`src/rtl/if_fetch_unit_if.sv`:
```
// ---------------------------------------------------------------------------
// if_fetch_unit_if
// Bundle of the fetch stage's instruction-memory handshake, decode handshake
// and next-PC control signals.
//   imem_req/imem_addr   fetch request and address (fetch unit -> memory)
//   imem_ack/imem_rdata  request completion and instruction word (memory -> fetch unit)
//   instr_valid/decode_ready  decode handshake
//   instr/opcode/func/pc_out  instruction presented to the decoder
//   PC_sel/cmp_true/rs_data   next-PC control from the decoder and datapath
//   misalign             sticky jr-target misalignment flag
//   instr_count          retired-instruction counter
// Modports: master = fetch unit side, slave = memory/decoder side.
// ---------------------------------------------------------------------------
interface if_fetch_unit_if #(
    parameter int unsigned CNT_W = 32
);
    logic             imem_req;
    logic [31:0]      imem_addr;
    logic             imem_ack;
    logic [31:0]      imem_rdata;
    logic             instr_valid;
    logic             decode_ready;
    logic [31:0]      instr;
    logic [5:0]       opcode;
    logic [5:0]       func;
    logic [31:0]      pc_out;
    logic [1:0]       PC_sel;
    logic             cmp_true;
    logic [31:0]      rs_data;
    logic             misalign;
    logic [CNT_W-1:0] instr_count;

    modport master (
        output imem_req, imem_addr, instr_valid, instr, opcode, func, pc_out,
               misalign, instr_count,
        input  imem_ack, imem_rdata, decode_ready, PC_sel, cmp_true, rs_data
    );

    modport slave (
        input  imem_req, imem_addr, instr_valid, instr, opcode, func, pc_out,
               misalign, instr_count,
        output imem_ack, imem_rdata, decode_ready, PC_sel, cmp_true, rs_data
    );
endinterface

```
`src/rtl/if_fetch_unit.sv`:
```
// ---------------------------------------------------------------------------
// if_fetch_unit
// Instruction-fetch stage: holds the PC, fetches over a req/ack handshake,
// latches the word into an instruction register, presents it to the decoder
// with a valid/ready handshake and computes the next PC on retirement.
// Ports:
//   clk   rising-edge clock
//   rstn  asynchronous active-low reset
//   bus   if_fetch_unit_if.master (memory, decode and next-PC signals)
// Parameters:
//   RESET_PC  PC loaded on reset
//   CNT_W     width of the retired-instruction counter
// ---------------------------------------------------------------------------
module if_fetch_unit #(
    parameter logic [31:0] RESET_PC = 32'h0000_3000,
    parameter int unsigned CNT_W    = 32
) (
    input  logic            clk,
    input  logic            rstn,
    if_fetch_unit_if.master bus
);

    typedef enum logic [1:0] {
        S_FETCH = 2'd0,
        S_WAIT  = 2'd1,
        S_VALID = 2'd2
    } state_t;

    localparam logic [CNT_W-1:0] CNT_ONE = CNT_W'(1);

    state_t           r_state;
    state_t           w_state_nxt;
    logic [31:0]      r_pc;
    logic [31:0]      r_pc_out;
    logic [31:0]      r_instr;
    logic             r_misalign;
    logic [CNT_W-1:0] r_count;

    logic             w_capture;
    logic             w_retire;
    logic [31:0]      w_pc4;
    logic [31:0]      w_br_off;
    logic [31:0]      w_next_pc;
    logic             w_jr_misalign;

    // State register
    always_ff @(posedge clk or negedge rstn) begin
        if (!rstn) begin
            r_state <= S_FETCH;
        end else begin
            r_state <= w_state_nxt;
        end
    end

    // Next state and handshake outputs. imem_req is a pure decode of the
    // state register: S_FETCH only launches the request, so the request is
    // seen from the first edge after reset onwards (while in S_WAIT).
    always_comb begin
        w_state_nxt     = r_state;
        w_capture       = 1'b0;
        w_retire        = 1'b0;
        bus.imem_req    = 1'b0;
        bus.instr_valid = 1'b0;
        case (r_state)
            S_FETCH: begin
                w_state_nxt = S_WAIT;
            end
            S_WAIT: begin
                bus.imem_req = 1'b1;
                if (bus.imem_ack) begin
                    w_capture   = 1'b1;
                    w_state_nxt = S_VALID;
                end
            end
            S_VALID: begin
                bus.instr_valid = 1'b1;
                if (bus.decode_ready) begin
                    w_retire    = 1'b1;
                    w_state_nxt = S_FETCH;
                end
            end
            default: begin
                w_state_nxt = S_FETCH;
            end
        endcase
    end

    // Next-PC selection from the held instruction and its address
    always_comb begin
        w_pc4         = r_pc_out + 32'd4;
        w_br_off      = {{14{r_instr[15]}}, r_instr[15:0], 2'b00};
        w_next_pc     = w_pc4;
        w_jr_misalign = 1'b0;
        case (bus.PC_sel)
            2'b00: w_next_pc = w_pc4;
            2'b01: w_next_pc = bus.cmp_true ? (w_pc4 + w_br_off) : w_pc4;
            2'b10: w_next_pc = {w_pc4[31:28], r_instr[25:0], 2'b00};
            2'b11: begin
                w_next_pc     = {bus.rs_data[31:2], 2'b00};
                w_jr_misalign = (bus.rs_data[1:0] != 2'b00);
            end
            default: w_next_pc = w_pc4;
        endcase
    end

    // Datapath registers
    always_ff @(posedge clk or negedge rstn) begin
        if (!rstn) begin
            r_pc       <= RESET_PC;
            r_pc_out   <= RESET_PC;
            r_instr    <= '0;
            r_misalign <= 1'b0;
            r_count    <= '0;
        end else begin
            if (w_capture) begin
                r_instr  <= bus.imem_rdata;
                r_pc_out <= r_pc;
            end
            if (w_retire) begin
                r_pc    <= w_next_pc;
                r_count <= r_count + CNT_ONE;
                if (w_jr_misalign) begin
                    r_misalign <= 1'b1;
                end
            end
        end
    end

    assign bus.imem_addr   = r_pc;
    assign bus.instr       = r_instr;
    assign bus.opcode      = r_instr[31:26];
    assign bus.func        = r_instr[5:0];
    assign bus.pc_out      = r_pc_out;
    assign bus.misalign    = r_misalign;
    assign bus.instr_count = r_count;

endmodule
```
`src/flat_wrapper.sv`:
```
// flat-port wrapper written by rule: the top's interface ports become plain ports
module if_fetch_unit_flat 
#(
    parameter logic [31:0] RESET_PC = 32'h0000_3000,
    parameter int unsigned CNT_W    = 32
)
  (clk, rstn, bus_imem_req, bus_imem_addr, bus_instr_valid, bus_instr, bus_opcode, bus_func, bus_pc_out, bus_misalign, bus_instr_count, bus_imem_ack, bus_imem_rdata, bus_decode_ready, bus_PC_sel, bus_cmp_true, bus_rs_data);
  if_fetch_unit_if #(.CNT_W(CNT_W)) bus_i ();
  input  logic clk;
  input  logic rstn;
  output wire logic [$bits(bus_i.imem_req)-1:0] bus_imem_req;
  output wire logic [$bits(bus_i.imem_addr)-1:0] bus_imem_addr;
  output wire logic [$bits(bus_i.instr_valid)-1:0] bus_instr_valid;
  output wire logic [$bits(bus_i.instr)-1:0] bus_instr;
  output wire logic [$bits(bus_i.opcode)-1:0] bus_opcode;
  output wire logic [$bits(bus_i.func)-1:0] bus_func;
  output wire logic [$bits(bus_i.pc_out)-1:0] bus_pc_out;
  output wire logic [$bits(bus_i.misalign)-1:0] bus_misalign;
  output wire logic [$bits(bus_i.instr_count)-1:0] bus_instr_count;
  input wire logic [$bits(bus_i.imem_ack)-1:0] bus_imem_ack;
  input wire logic [$bits(bus_i.imem_rdata)-1:0] bus_imem_rdata;
  input wire logic [$bits(bus_i.decode_ready)-1:0] bus_decode_ready;
  input wire logic [$bits(bus_i.PC_sel)-1:0] bus_PC_sel;
  input wire logic [$bits(bus_i.cmp_true)-1:0] bus_cmp_true;
  input wire logic [$bits(bus_i.rs_data)-1:0] bus_rs_data;
  assign bus_imem_req = bus_i.imem_req;
  assign bus_imem_addr = bus_i.imem_addr;
  assign bus_instr_valid = bus_i.instr_valid;
  assign bus_instr = bus_i.instr;
  assign bus_opcode = bus_i.opcode;
  assign bus_func = bus_i.func;
  assign bus_pc_out = bus_i.pc_out;
  assign bus_misalign = bus_i.misalign;
  assign bus_instr_count = bus_i.instr_count;
  assign bus_i.imem_ack = bus_imem_ack;
  assign bus_i.imem_rdata = bus_imem_rdata;
  assign bus_i.decode_ready = bus_decode_ready;
  assign bus_i.PC_sel = bus_PC_sel;
  assign bus_i.cmp_true = bus_cmp_true;
  assign bus_i.rs_data = bus_rs_data;
  if_fetch_unit #(.RESET_PC(RESET_PC), .CNT_W(CNT_W)) u_core (.clk(clk), .rstn(rstn), .bus(bus_i));
endmodule
```
`config.mk`:
```
export PLATFORM = sky130hd
export DESIGN_NAME = if_fetch_unit_flat
export DESIGN_NICKNAME = d
export VERILOG_FILES = /design/src/rtl/if_fetch_unit_if.sv /design/src/rtl/if_fetch_unit.sv /design/src/flat_wrapper.sv
export SDC_FILE = /design/constraint.sdc
export NUM_CORES = 1
export LEC_CHECK = 0
export BUFFER_PORTS_ARGS = -buffer_cell sky130_fd_sc_hd__buf_2
export CORE_MARGIN = 4
export CORE_UTILIZATION = 48
export DETAILED_ROUTE_END_ITERATION = 6
export PLACE_DENSITY = 0.77
export SYNTH_ARGS = -nofsm -noshare
export SYNTH_HDL_FRONTEND = slang
export SYNTH_SLANG_ARGS = --single-unit
```
`constraint.sdc`:
```
create_clock -name clk -period 3.5 [get_ports clk]
set_input_delay 0.525 -clock clk [delete_from_list [all_inputs] [get_ports clk]]
set_output_delay 0.525 -clock clk [all_outputs]
set_load 0.02 [all_outputs]
```
Word-level counts from Yosys, hierarchy flattened
Cells that the tools add are included.
{"block": "op_classes", "addsub": 3, "n_eq_ne": 7, "muxes": 12, "reduce_logical": 5}
{"operator": "32-bit one-hot mux with 4 select lines", "n": 1}
{"operator": "32-bit by 1-bit adder with 32-bit output (second input constant)", "n": 1}
{"operator": "32-bit by 3-bit adder with 32-bit output (second input constant)", "n": 1}
{"operator": "32-bit adder", "n": 1}
{"operator": "32-bit 2-to-1 mux", "n": 1}
{"operator": "1-bit 2-to-1 mux", "n": 7}
{"operator": "2-bit == test (second input constant)", "n": 3}
{"operator": "2-bit one-hot mux with 3 select lines", "n": 1}
{"operator": "2-bit by 1-bit == test with 1-bit output (second input constant)", "n": 2}
{"operator": "2-bit logical NOT", "n": 2}
{"operator": "2-bit 2-to-1 mux", "n": 2}
{"operator": "2-bit != test (second input constant)", "n": 2}
{"operator": "2-bit AND reduction", "n": 2}
{"operator": "2-bit nonzero test", "n": 1}
{"block": "totals", "regBits": 131, "in_bits": 71, "output_inout_bits": 143, "word_cells": 33}

Depth between registers and ports, before layout
{"block": "logic_depth", "word_depth": 4, "mapped_depth": 16, "mapped_depth_nobuf": 16}

Worst setup path after synthesis
Ideal clock, no wire load.
{"block": "synth_timing", "kind": "register -> register", "start": "register u_core.r_pc_out[8], in the netlist u_core.bus.pc_out[8]", "end": "register u_core.r_pc[30], in the netlist u_core.bus.imem_addr[30]", "setup_ns": 0.121, "arrival_time_ns": 3.644, "required_ns": 3.379, "setup_slack_ns": -0.265, "path_stages_with_launch": 15, "n_path_buf": 0, "synth_period_minus_slack_ns": 3.765, "cell_sequence": "dfrtp_1 -> and4_1 -> nand3_1 -> nor3_1 -> and2_1 -> nand3_1 -> xnor2_1 -> ha_1 -> o21ai_0 -> or4_1 -> a211o_1 -> a41oi_2 -> a21oi_1 -> a41o_1 -> o22a_1"}
{"block": "synth_between", "elab_chain_cells": 4}
{"item": "from (decl)", "line_no": "if_fetch_unit.sv:34", "text": "logic [31:0] r_pc_out;"}
{"item": "from (signal assigned)", "line_no": "if_fetch_unit.sv:117", "text": "r_pc_out <= r_pc;"}
{"item": "32-bit by 3-bit adder with 32-bit output (*)", "line_no": "if_fetch_unit.sv:90", "text": "w_pc4 = r_pc_out + 32'd4;"}
{"item": "32-bit adder", "line_no": "if_fetch_unit.sv:96", "text": "2'b01: w_next_pc = bus.cmp_true ? (w_pc4 + w_br_off) : w_pc4;"}
{"item": "32-bit 2-to-1 mux", "line_no": "if_fetch_unit.sv:96"}
{"item": "32-bit one-hot mux with 4 select lines (*)", "line_no": "if_fetch_unit.sv:94", "text": "case (bus.PC_sel)"}
{"item": "to (signal assigned)", "line_no": "if_fetch_unit.sv:120", "text": "r_pc <= w_next_pc;"}
{"item": "to (decl)", "line_no": "if_fetch_unit.sv:33", "text": "logic [31:0] r_pc;"}
Every way passes the cells marked *; elsewhere a longest branch is shown, timed or not.
A chain may end at the register's enable or synchronous reset.

Worst setup path after layout
{"block": "layout_timing", "start": "register u_core.r_pc_out[3], in the netlist u_core.bus.pc_out[3]", "end": "register u_core.r_pc[30], in the netlist u_core.bus.imem_addr[30]"}
The elaborated chain is that of the path after synthesis.

==> results.json <==
{
  "status": "completed",
  "place_congestion": 0.9590,
  "power_density_mw_per_mm2": 1034,
  "cts_buffers": 17,
  "yosysSeqAreaShare": 0.4144,
  "max_freq_mhz": 292.9,
  "period_share": 0.9756,
  "worstPathMaxFanout": 7,
  "criticalPathCategory": "flop to flop",
  "async_flop_share": 1.000,
  "hold_class": "primary input to asynchronous set/reset pin",
  "multi_input_area_sq_mm": 0.004662,
  "grt_usage": 0.2561,
  "ys.flop_type": "dfrtp_1",
  "p_leak_nw": 5.165,
  "postCtsHoldBufs": 0,
  "fill_cells": 1296,
  "io_buffers": 213,
  "grt_pass1_vias": 7113,
  "yosys_warnings": 0,
  "drive_above_1_share": 0.4079,
  "end_kind": "flop",
  "vias": 7237,
  "ant_nets": 0,
  "rows": 46,
  "synthDistinctLibCells": 64,
  "dp_hpwl_mm": 17.70,
  "gr-total-overflow": 0,
  "synthAdderAreaFrac": 0.05622,
  "synth_nets": 906,
  "max-slew-margin-rel": 0.5104,
  "routed_wl_mm": 24.14,
  "reg2reg_depth": 15,
  "synth_area_leaders": "dfrtp_1 40%, mux2_2 9.4%, xnor2_1 5.7%",
  "dp_cells": 1244,
  "worst_pin_slew_ns": 0.7343,
  "maxCapViolCount": 0,
  "dr.pass1.iters": 6,
  "drc": 0,
  "synth_top_family_by_area": "compound AO/OA/AOI/OAI gates",
  "cts_tree": "built",
  "layout_min_cycle_time_ns": 3.415,
  "postSynthAreaPerCell_sq_um": 9.903,
  "final_common_cell": "buf_2",
  "start_util": 0.4952,
  "clockBufferDepth": 2,
  "yosysTopAreaCellShare": 0.4011,
  "io_pins": 214,
  "synth-edff-count": 0,
  "clock_latency_ns": 0.43,
  "hold_slack_ns": 0.1129,
  "synth_simple_gate_area_frac": 0.1388,
  "setup_tns_ns": 0,
  "clock-root-buffer": "clkbuf_16",
  "worst_setup_path_start_kind": "flop",
  "grt_pass1_wl_mm": 37.25,
  "final-hold-violation-count": 0,
  "drt-wirelength-per-cell_microns": 18.77,
  "core-area_sq_mm": 0.01600,
  "synth-xor-area-share": 0.08955,
  "dieHeight_microns": 136.5,
  "drv_slew": 0,
  "drt-initial-drc-count": 446,
  "final_cell_area_sq_mm": 0.01045,
  "path_clk_slew_ns": 0.07,
  "antenna_found_initial": 1,
  "die_area_sq_mm": 0.01863,
  "synth.area.mux_share": 0.1115,
  "synthCells": 800,
  "fin_util": 0.6528,
  "critPathArrivalTime_ns": 3.73,
  "viasPerCell": 5.628,
  "synth_area_leader_cell": "dfrtp_1",
  "rsz0062_at_grt": "yes",
  "cp.required_ns": 3.82,
  "fin_cells": 1286,
  "placed_area_sq_mm": 0.009520,
  "ir_drop_uv": 636.8,
  "die_w_microns": 136.5,
  "final_cell_mix": "212 x buf_2, 123 x dfrtp_1, 78 x nand2_1",
  "synth_seq_cells": 131,
  "synthesis.area_sq_mm": 0.007923,
  "area_delta_synth_final_pct": 31.84,
  "fin_skew_ns": 0.01243,
  "regArea_sq_mm": 0.003288,
  "grt_max_degree": 78,
  "cts_sinks": 131,
  "synth_compound_area_frac": 0.1559,
  "nets": 1162,
  "setup_violations": 0,
  "htree_levels": 4
}
-- area by class of cell --
type                    instances  area share
diodes                          1   0.0002396
clock buffers                  17     0.04073
clock inverters                15     0.01318
inverters                      13    0.004672
multi-input cells             611      0.4463
flip-flops and latches        131      0.3148
well taps                     216     0.02587
repair buffers                282      0.1542
-- repair_timing --
item / CTS / global route
cloned: 0 / 0
resized for setup: 6 / 50
buffers inserted: 0 / 9
pin swaps: 1 / 22
setup endpoints to repair: 5 / 13
-- flip-flops by register name, summed over array words and instances, names as in the netlist --
name and flops:
u_core.bus.instr 32, u_core.bus.pc_out 32, u_core.bus.misalign 1, u_core.bus.instr_count 32
u_core.r_state 2, u_core.bus.imem_addr 32
-- cells in the mapped netlist (all sizes together) (5+ instances only) --
cell / n
a211oi: 9
a21o: 15
a21oi: 47
a221oi: 5
a22o: 6
a22oi: 6
a31oi: 11
and2: 5
and3: 13
and4: 7
buf: 18
clkbuf: 27
dfrtp: 127
ha: 34
inv: 13
mux2: 66
mux2i: 14
nand2: 81
nand2b: 6
nand3: 33
nand4: 12
nor2: 54
nor3: 7
o21a: 5
o21ai: 37
o21bai: 5
o31ai: 5
xnor2: 52
xor2: 29
-- layer usage --
layer / wire, microns / track usage / vias up
met2: 11530 / 0.4102 / 285
li1: - / - / 3420
met4: 646 / 0.09910 / 0
met5: 0 / 0 / -
met3: 1651 / 0.05514 / 50
met1: 10320 / 0.3398 / 3482
-- final timing paths --
kind                            slack, ns                        from                         end
worst max-delay path                 0.09        u_core.bus.pc_out[3]    u_core.bus.imem_addr[30]
worst min-delay path                 0.11                        rstn        u_core.bus.instr[11]
worst max register to register       0.09        u_core.bus.pc_out[3]    u_core.bus.imem_addr[30]
worst min register to register       0.46  u_core.bus.instr_count[31]  u_core.bus.instr_count[31]
max in group asynchronous            2.63                        rstn       u_core.bus.pc_out[13]
min in group clk                     0.29                bus_imem_ack           u_core.r_state[0]
-- critical path: stages, from the launching register on --
cell and delay (ns):
dfrtp_1 0.44, ha_4 0.18, nand3_1 0.09, nor2_1 0.14, buf_6 0.15, and4_4 0.22
xor2_2 0.07, ha_1 0.30, and2_4 0.15, nand2_2 0.06, or4_4 0.54, a211o_1 0.30
a41oi_2 0.22, a21oi_2 0.09, a41o_1 0.18, o22a_1 0.15
-- report_power, final --
part           leakage [nW]  switching [mW]  internal [mW]
logic                  3.26            3.59           2.83
registers              1.63           0.578           2.09
clock network         0.269           0.781          0.938
total                  5.17            4.95           5.85
-- cells by family after synthesis --
group                    count (synthesis)
multiplexers                            80
AND/OR/NAND/NOR                        233
adder cells (fa/ha/maj)                 35
XOR/XNOR                                81
AO/OA/AOI/OAI                          182
flip-flops                             131
buffers and inverters                   58
-- per-stage QoR --
stage	total power, mW	setup slack, ns
finish	10.80	0.08538
global route	11.52	-0.03765
CTS	10.42	-0.03224
detailed placement	8.625	-0.07837
global placement	8.550	0.04362
floorplan	6.674	-0.1002
Note: power is estimated with default switching activity, not from simulation.
